`src/rtl/hwag_wheel_pkg.sv`:
```
// +----------------------------------------------------------------------+
// | hwag_wheel_pkg : shared constants and types for the trigger-wheel     |
// | emulator.                                            Revision: 1.0    |
// +----------------------------------------------------------------------+
`default_nettype none

package hwag_wheel_pkg;

    localparam int TEETH_DEF    = 60;
    localparam int MISSING_DEF  = 2;
    localparam int PERIOD_W_DEF = 16;
    localparam int CAM_ON_DEF   = 4;
    localparam int CAM_OFF_DEF  = 54;
    localparam int PERIOD_MIN   = 4;

    typedef logic [5:0]                tooth_idx_t;
    typedef logic [PERIOD_W_DEF-1:0]   pitch_t;
    typedef logic [PERIOD_W_DEF+1:0]   count_t;

endpackage

`default_nettype wire

```
`src/rtl/hwag_wheel_pitch.sv`:
```
// +----------------------------------------------------------------------+
// | hwag_wheel_pitch : tooth pitch register with clamp and, when          |
// | WHEEL_GEN_ACCEL_EN is defined, per-tooth saturating acceleration.     |
// |                                                      Revision: 1.0    |
// +----------------------------------------------------------------------+
`default_nettype none

module hwag_wheel_pitch
    import hwag_wheel_pkg::*;
#(
    parameter int PERIOD_W = PERIOD_W_DEF
) (
    input  logic                clk,
    input  logic                rst,
    input  logic                ena,
    input  logic                tooth_start,
    input  logic [PERIOD_W-1:0] period,
    input  logic [7:0]          accel,
    output logic [PERIOD_W-1:0] pitch
);

    localparam logic [PERIOD_W-1:0] c_min = PERIOD_W'(PERIOD_MIN);

    logic [PERIOD_W-1:0] r_pitch;
    logic [PERIOD_W-1:0] w_clamped;
    logic [PERIOD_W-1:0] w_next;

    assign w_clamped = (period < c_min) ? c_min : period;

`ifdef WHEEL_GEN_ACCEL_EN
    logic                       r_loaded;
    logic signed [PERIOD_W+1:0] w_sum;
    logic [PERIOD_W-1:0]        w_sat;

    assign w_sum = $signed({2'b00, r_pitch}) + $signed({{(PERIOD_W-6){accel[7]}}, accel});

    // Negative sum -> floor, bit PERIOD_W set -> overflowed the pitch range.
    always_comb begin
        w_sat = w_sum[PERIOD_W-1:0];
        if (w_sum[PERIOD_W+1]) begin
            w_sat = c_min;
        end else if (w_sum[PERIOD_W]) begin
            w_sat = '1;
        end else if (w_sum[PERIOD_W-1:0] < c_min) begin
            w_sat = c_min;
        end
    end

    assign w_next = r_loaded ? w_sat : w_clamped;

    always_ff @(posedge clk or posedge rst) begin
        if (rst) begin
            r_loaded <= 1'b0;
        end else if (ena && tooth_start) begin
            r_loaded <= 1'b1;
        end
    end
`else
    logic w_unused_accel;
    assign w_unused_accel = ^accel;
    assign w_next         = w_clamped;
`endif

    // The tooth that is just starting already uses the freshly sampled pitch.
    assign pitch = tooth_start ? w_next : r_pitch;

    always_ff @(posedge clk or posedge rst) begin
        if (rst) begin
            r_pitch <= '0;
        end else if (ena && tooth_start) begin
            r_pitch <= w_next;
        end
    end

endmodule

`default_nettype wire

```
`src/rtl/hwag_wheel_gen.sv`:
```
// +----------------------------------------------------------------------+
// | hwag_wheel_gen : 60-2 style crank tooth and cam phase generator.      |
// | Optional feature macro: WHEEL_GEN_ACCEL_EN.          Revision: 1.0    |
// +----------------------------------------------------------------------+
`default_nettype none

module hwag_wheel_gen
    import hwag_wheel_pkg::*;
#(
    parameter int TEETH    = TEETH_DEF,
    parameter int MISSING  = MISSING_DEF,
    parameter int PERIOD_W = PERIOD_W_DEF,
    parameter int CAM_ON   = CAM_ON_DEF,
    parameter int CAM_OFF  = CAM_OFF_DEF
) (
    input  logic                clk,
    input  logic                rst,
    input  logic                ena,
    input  logic [PERIOD_W-1:0] period,
    input  logic [7:0]          accel,
    output logic                vr_out,
    output logic                cam_out,
    output tooth_idx_t          tooth_idx,
    output logic                phase,
    output logic                rev_pulse
);

    localparam int CW = PERIOD_W + 2;
    localparam tooth_idx_t    c_last_tooth = tooth_idx_t'(TEETH - MISSING - 1);
    localparam tooth_idx_t    c_cam_on     = tooth_idx_t'(CAM_ON);
    localparam tooth_idx_t    c_cam_off    = tooth_idx_t'(CAM_OFF);
    localparam logic [CW-1:0] c_gap_mult   = CW'(MISSING + 1);
    localparam logic [CW-1:0] c_one        = CW'(1);

    logic [CW-1:0]       r_cnt;
    tooth_idx_t          r_tooth_idx;
    logic                r_phase;
    logic                r_vr;
    logic                r_cam;
    logic                r_rev;

    logic [PERIOD_W-1:0] w_pitch;
    logic [CW-1:0]       w_len;
    logic [CW-1:0]       w_half;
    logic [CW-1:0]       w_cnt_nxt;
    tooth_idx_t          w_idx_nxt;
    logic                w_tooth_start;
    logic                w_tooth_end;
    logic                w_last_tooth;
    logic                w_wrap;
    logic                w_phase_nxt;
    logic                w_vr_nxt;
    logic                w_cam_nxt;

    assign w_tooth_start = (r_cnt == '0);

    hwag_wheel_pitch #(
        .PERIOD_W    (PERIOD_W)
    ) u_pitch (
        .clk         (clk),
        .rst         (rst),
        .ena         (ena),
        .tooth_start (w_tooth_start),
        .period      (period),
        .accel       (accel),
        .pitch       (w_pitch)
    );

    // The last real tooth absorbs the gap of the missing teeth.
    assign w_last_tooth = (r_tooth_idx == c_last_tooth);
    assign w_len        = w_last_tooth ? c_gap_mult * {2'b00, w_pitch} : {2'b00, w_pitch};
    assign w_half       = w_len >> 1;
    assign w_tooth_end  = (r_cnt == w_len - c_one);
    assign w_wrap       = w_tooth_end && w_last_tooth;
    assign w_cnt_nxt    = w_tooth_end ? '0 : r_cnt + c_one;

    always_comb begin
        w_idx_nxt = r_tooth_idx;
        if (w_wrap) begin
            w_idx_nxt = '0;
        end else if (w_tooth_end) begin
            w_idx_nxt = r_tooth_idx + tooth_idx_t'(1);
        end
    end

    // Outputs are computed from the next state so they line up with the counter.
    assign w_phase_nxt = r_phase ^ w_wrap;
    assign w_vr_nxt    = !w_tooth_end && (w_cnt_nxt >= w_half);
    assign w_cam_nxt   = w_phase_nxt && (w_idx_nxt >= c_cam_on) && (w_idx_nxt < c_cam_off);

    always_ff @(posedge clk or posedge rst) begin
        if (rst) begin
            r_cnt       <= '0;
            r_tooth_idx <= '0;
            r_phase     <= 1'b0;
            r_vr        <= 1'b0;
            r_cam       <= 1'b0;
            r_rev       <= 1'b0;
        end else if (ena) begin
            r_cnt       <= w_cnt_nxt;
            r_tooth_idx <= w_idx_nxt;
            r_phase     <= w_phase_nxt;
            r_vr        <= w_vr_nxt;
            r_cam       <= w_cam_nxt;
            r_rev       <= w_wrap;
        end
    end

    assign vr_out    = r_vr;
    assign cam_out   = r_cam;
    assign tooth_idx = r_tooth_idx;
    assign phase     = r_phase;
    assign rev_pulse = r_rev & ena;

endmodule

`default_nettype wire

```
`config.mk`:
```
export PLATFORM = sky130hd
export DESIGN_NAME = hwag_wheel_gen
export DESIGN_NICKNAME = d
export VERILOG_FILES = /design/src/rtl/hwag_wheel_pkg.sv /design/src/rtl/hwag_wheel_pitch.sv /design/src/rtl/hwag_wheel_gen.sv
export SDC_FILE = /design/constraint.sdc
export NUM_CORES = 1
export LEC_CHECK = 0
export CAP_MARGIN = 20
export CELL_PAD_IN_SITES_DETAIL_PLACEMENT = 0
export CELL_PAD_IN_SITES_GLOBAL_PLACEMENT = 1
export CORE_MARGIN = 2
export CORE_UTILIZATION = 40
export CTS_BUF_LIST = sky130_fd_sc_hd__clkbuf_4 sky130_fd_sc_hd__clkbuf_8
export CTS_CLUSTER_SIZE = 25
export DETAILED_ROUTE_END_ITERATION = 10
export HOLD_SLACK_MARGIN = 0.08
export PLACE_DENSITY_LB_ADDON = 0.15
export SETUP_SLACK_MARGIN = 0.2
export SLEW_MARGIN = 0
export SYNTH_ARGS = -nofsm -noshare
export SYNTH_HDL_FRONTEND = slang
export SYNTH_SLANG_ARGS = --single-unit
export TNS_END_PERCENT = 1
```
`constraint.sdc`:
```
create_clock -name clk -period 9 [get_ports clk]
set_input_delay 1.8 -clock clk [delete_from_list [all_inputs] [get_ports clk]]
set_output_delay 1.8 -clock clk [all_outputs]
set_load 0.05 [all_outputs]
```
; ---- Word level (Yosys, flattened, before mapping)
; Index checks and enable logic that the tools add are counted.
; Widths: inputs -> output; s select.
[classes]
n_lt_le_gt_ge = 4
addsub = 3
shifts = 0
mul = 1
mux = 6
reduce_logical = 7
bitwise = 2
n_div = 0
n_eq_ne = 2
[ops]
columns = cell, n
row1 = $mux 18, 2
row2 = $mux 16, 2
row3 = $add 18x1->18 const B, 1
row4 = $eq 18x18->1, 1
row5 = $ge 18x17->1, 1
row6 = $logic_not 18->1, 1
row7 = $mul 2x16->18 const A, 1
row8 = $sub 18x1->18 const B, 1
row9 = $lt 16x3->1 const B, 1
row10 = $mux 6, 2
row11 = $add 6x1->6 const B, 1
row12 = $eq 6x6->1 const B, 1
row13 = $ge 6x3->1 const B, 1
row14 = $lt 6x6->1 const B, 1
row15 = $logic_and 1x1->1, 5
row16 = $and 1x1->1, 1
row17 = $logic_not 1->1, 1
row18 = $xor 1x1->1, 1
[totals]
reg_bits = 44
ramBits = 0
latch_bits = 0
mem_bits_ro = 0
out_inout_bits = 10
word_cells = 32
n_memories = 0

; ---- Depth between registers and ports, before layout
[depth]
ltp_word = 12
depth_mapped = 39

; ---- By module
; Synthesis repeated with hierarchy kept, for this count alone.
[unflattened]
hier_cells = 578
hier_area_um2 = 4969.8
[by_module_without_submodules]
columns = module, instances, cells_per_inst, area_each_um2
row1 = hwag_wheel_gen, 1, 509, 4093.9
row2 = hwag_wheel_pitch, 1, 69, 875.8

; ---- Least setup slack after synthesis
; No wires, ideal clock.
[synth_path]
kind = input to register
from = input port period[3]
to = register r_vr, in the netlist vr_out
n_path_buf = 1
arrival_time_ns = 8.929
cell_stages = 34
path_slack_ns = -0.071
required_ns = 8.857
path_cell_list = or4_1 -> o41ai_1 -> o21a_1 -> inv_2 -> ha_1 -> fa_1 -> and3_1 -> or3_1 -> a21oi_1 -> a21boi_0 -> o2111ai_1 -> o31ai_1 -> or4b_1 -> nand4_1 -> a2111oi_2 -> o211a_1 -> and2_4 -> buf_6 -> or2_2 -> ha_1 -> nand2b_1 -> a21o_1 -> a21o_1 -> a21o_1 -> a21o_1 -> a21o_1 -> a21o_1 -> a21o_1 -> a21oi_1 -> nor2b_1 -> o21ai_0 -> a221oi_1 -> a2111oi_0 -> o22ai_1
[synth_between]
elab_chain_cells = 10
word_cells_on_any_way = 11
cone_classes = 1 x add/sub / 1 x mul / 2 x order compare / 1 x eq/ne / 4 x mux / 2 x reduce/logical
[synth_rtl]
columns = item, line
row1 = start: declaration, hwag_wheel_gen.sv:19  ; input logic [PERIOD_W-1:0] period,
row2 = $lt 16x3->1, hwag_wheel_pitch.sv:28  ; assign w_clamped = (period < c_min) ? c_min : period;
row3 = $mux 16 *, hwag_wheel_pitch.sv:28
row4 = $mux 16 *, hwag_wheel_pitch.sv:65  ; assign pitch = tooth_start ? w_next : r_pitch;
row5 = $mul 2x16->18, hwag_wheel_gen.sv:71  ; assign w_len = w_last_tooth ? c_gap_mult * {2'b00, w_pitch} : {2'b00, w_pitch};
row6 = $mux 18 *, hwag_wheel_gen.sv:71
row7 = $sub 18x1->18, hwag_wheel_gen.sv:73  ; assign w_tooth_end = (r_cnt == w_len - c_one);
row8 = $eq 18x18->1, hwag_wheel_gen.sv:73
row9 = $mux 18, hwag_wheel_gen.sv:75  ; assign w_cnt_nxt = w_tooth_end ? '0 : r_cnt + c_one;
row10 = $ge 18x17->1, hwag_wheel_gen.sv:88  ; assign w_vr_nxt = !w_tooth_end && (w_cnt_nxt >= w_half);
row11 = $logic_and 1x1->1 *, hwag_wheel_gen.sv:88
row12 = end signal: assignment, hwag_wheel_gen.sv:103  ; r_vr <= w_vr_nxt;
row13 = end: declaration, hwag_wheel_gen.sv:38  ; logic r_vr;
; Every way passes the cells marked *; elsewhere a longest branch is shown, timed or not.
; A chain may end at the register's enable or synchronous reset.

; ---- Worst setup path after layout
[layout_path]
from = input port period[2]
to = register r_vr, in the netlist vr_out
; Same word-level chain as after synthesis.

==> summary.md <==
| Metric | Value |
|---|---|
| Top post-synthesis cells by area | `dfrtp_1 22%, ha_1 9.5%, mux2_2 6.3%` |
| CP arrival | `8.75 ns` |
| Skew final | `0.00953 ns` |
| Largest net degree at the start of global routing | `45` |
| Die ar. | `13,500 sq um` |
| Fraction of registers with async set or reset after synthesis | `100%` |
| Hold Crit Class | `register to register` |
| First-pass GRT wire length | `25.3 mm` |
| Top cell type by total area after synthesis | `dfrtp_1` |
| Ys flop type | `dfrtp_1` |
| DP HPWL | `11.6 mm` |
| Layout Nets | `798` |
| Setup crit end kind | `register` |
| Ant diodes | `0` |
| # fillers | `1,155` |
| CP dominant cell by count | `a21o_1` |
| Gr usage total | `24.1%` |
| Vias in the first global route | `5,034` |
| Total vias in the final route | `5,082` |
| Setup ws final | `0.462 ns` |
| Total gr overflow | `0` |
| # rows | `40` |
| Area growth, synth to finish | `34.1%` |
| Share of cells above drive strength 1 | `31.0%` |
| DR iter-0 viols | `315` |
| Initial Util | `41.5%` |
| WP data required | `9.21 ns` |
| Synthesized area | `5020 sq um` |
| Relative slew slack | `45.6%` |
| Die Span Y | `116 um` |
| Synth top cells by count | `52 x nand2_1, 44 x dfrtp_1, 40 x nor2_1` |
| Post-synth top area share | `21.9%` |
| #FFs+latches synth | `44` |
| LEAKAGE | `3.23 nW` |
| Vias/cell | `5.65` |
| Worst-margin pin slew | `0.806 ns` |
| Gpl congestion | `0.891` |
| Min Tclk post-route | `8.54 ns` |
| Max stage delay on crit path | `0.55 ns` |
| CTS tree | `built` |
| Sequential area share after synthesis | `21.9%` |
| Power density cells | `143 nW/um^2` |
| Clock latency on the worst-skew pair | `0.33 ns` |
| Clock buffer depth | `2` |
| Final count of hold timing violations | `0` |
| Max-slew violations | `0` |
| Top-Level Pins | `37` |
| Startpoint Class | `input pin` |
| Yosys warns | `0` |
| H-tree depth | `2` |
| Synthesized area per cell | `8.17 sq um` |
| Total CTS buffers | `5` |
| Most used standard cell by instance count after synthesis | `nand2_1` |
| Fin Setup TNS | `0 ns` |
| Synth cell types | `75` |
| Final WL | `15.6 mm` |
| # DRC | `0` |
| Core area | `12,100 sq um` |
| Clock transition at path regs | `0.09 ns` |
| Initial antenna violation count | `0` |
| Wire per inst | `17.3 um` |
| Post-Syn Instances | `615` |
| Die Wd | `116 um` |
| Syn Nets | `681` |
| Antenna-violating nets left | `0` |
| Post-synth EDFFs | `0` |
| Final worst path period share | `94.9%` |
| Place WS | `-0.873 ns` |
| Setup violations, final | `0` |
| Peak Freq | `117 MHz` |
| CTS Sinks | `44` |
| Crit Path Category | `input pin to register` |
| Run status | `complete, no violations` |
| Clk root buf | `clkbuf_8` |
| Port bufs | `28` |
| Critical Path Fanout Max | `3` |
| Max IR drop VDD | `74.2 uV` |
| DRT Pass-1 Iters | `4` |
| Worst Hold Slack | `0.496 ns` |
| Slowest library cell on the worst path | `or4_4` |
| MaxCap Viol Count | `0` |
| RSZ-0062 raised after global routing | `false` |
-- critical path: cells and delay by family --
family          cells  cell delay (ns)
buf+inv             5             0.64
fa+ha+maj           2             0.35
compound gates     21             4.09
simple gates        8             1.87
-- power breakdown --
group	internal [mW]	leakage, nW	switching (mW)	total (mW)
clock network	0.109	0.0642	0.0800	0.189
logic	0.239	2.59	0.217	0.456
registers	0.234	0.574	0.0868	0.320
total	0.582	3.23	0.384	0.965
-- kinds of logic (layout without fill, tap and decap cells) --
kind of cell,count (synthesis),count (layout),synth area share [%]
flip-flops,44,44,21.9
adder cells (fa/ha/maj),39,39,9.86
multiplexers,38,38,8.32
AO/OA/AOI/OAI,166,166,23.0
AND/OR/NAND/NOR,226,226,24.5
XOR/XNOR,42,42,7.32
buffers and inverters,60,177,5.08
-- worst paths after layout --
check / start / slack, ns / cells past startpoint / to
min: u_pitch.r_pitch[0] / 0.50 / 2 / u_pitch.r_pitch[0]
max in group asynchronous: rst / 6.70 / 3 / r_cnt[2]
min in group asynchronous: rst / 1.79 / 2 / tooth_idx[4]
max reg2reg: r_cnt[0] / 0.93 / 36 / vr_out
min reg2reg: u_pitch.r_pitch[0] / 0.50 / 2 / u_pitch.r_pitch[0]
max: period[2] / 0.46 / 36 / vr_out
-- per-layer routing --
metal | GRT usage [%] | up-vias | share of wire [%]
li1 | - | 2549 | -
met1 | 33.1 | 2440 | 49
met2 | 39.1 | 75 | 46
met3 | 3.40 | 18 | 3.0
met4 | 7.78 | 0 | 2.4
met5 | 0 | - | 0
-- flip-flops by register name, indices dropped and copies added (netlist names) --
register	cells
r_cnt	18
u_pitch.r_pitch	16
tooth_idx	6
cam_out	1
phase	1
r_rev	1
vr_out	1
-- timing repair --
action                     CTS  global route
resized for setup           61            52
pin swaps                   38            46
buffers inserted            28             8
hold buffers                 0             0
gates cloned                 0             0
setup endpoints to repair    1             1
-- per-stage QoR --
stage,utilization [%],cells,instance area (sq um),total power [mW]
6_report,55.6,900,6740,0.965
3_3_place_gp,49.3,856,5970,0.711
3_5_place_dp,49.3,856,5970,0.724
5_1_grt,55.6,900,6740,1.04
2_1_floorplan,-,615,5060,0.603
4_1_cts,54.2,891,6560,0.954
-- cell usage in the layout (no fill, tap or decap), types with 4 or more instances in the layout --
master	synthesis	final
buf_4	0	98
nand2_1	52	51
dfrtp_1	44	44
nor2_1	40	40
o21ai_0	36	34
ha_1	38	34
mux2_2	28	28
inv_1	28	26
xnor2_1	25	25
nand3_1	23	23
a21o_1	23	22
a21oi_1	25	20
and3_1	19	17
xor2_1	17	16
nor3_1	16	14
nand4_1	14	14
clkdlybuf4s50_1	0	14
buf_6	3	14
a31oi_1	11	11
o31ai_1	9	8
clkbuf_2	0	8
mux2i_1	8	7
nor4_1	5	5
a21oi_2	0	5
and2_1	5	5
or3_1	9	5
clkbuf_8	0	5
nand2b_1	5	4
or3_4	0	4
or4_4	0	4
o211a_1	4	4
o211ai_1	4	4
a22oi_2	0	4
ha_4	0	4
-- layout make-up --
type | count | area, sq um | area share [%]
Multi-Input combinational cell | 511 | 4020 | 59.6
Timing Repair Buffer | 141 | 1170 | 17.4
Sequential cell | 44 | 1100 | 16.3
Tap cell | 168 | 210 | 3.12
Inverter | 29 | 109 | 1.62
Clock buffer | 5 | 68.8 | 1.02
Clock inverter | 2 | 60.1 | 0.891
Power figures use the tool's default switching activity.
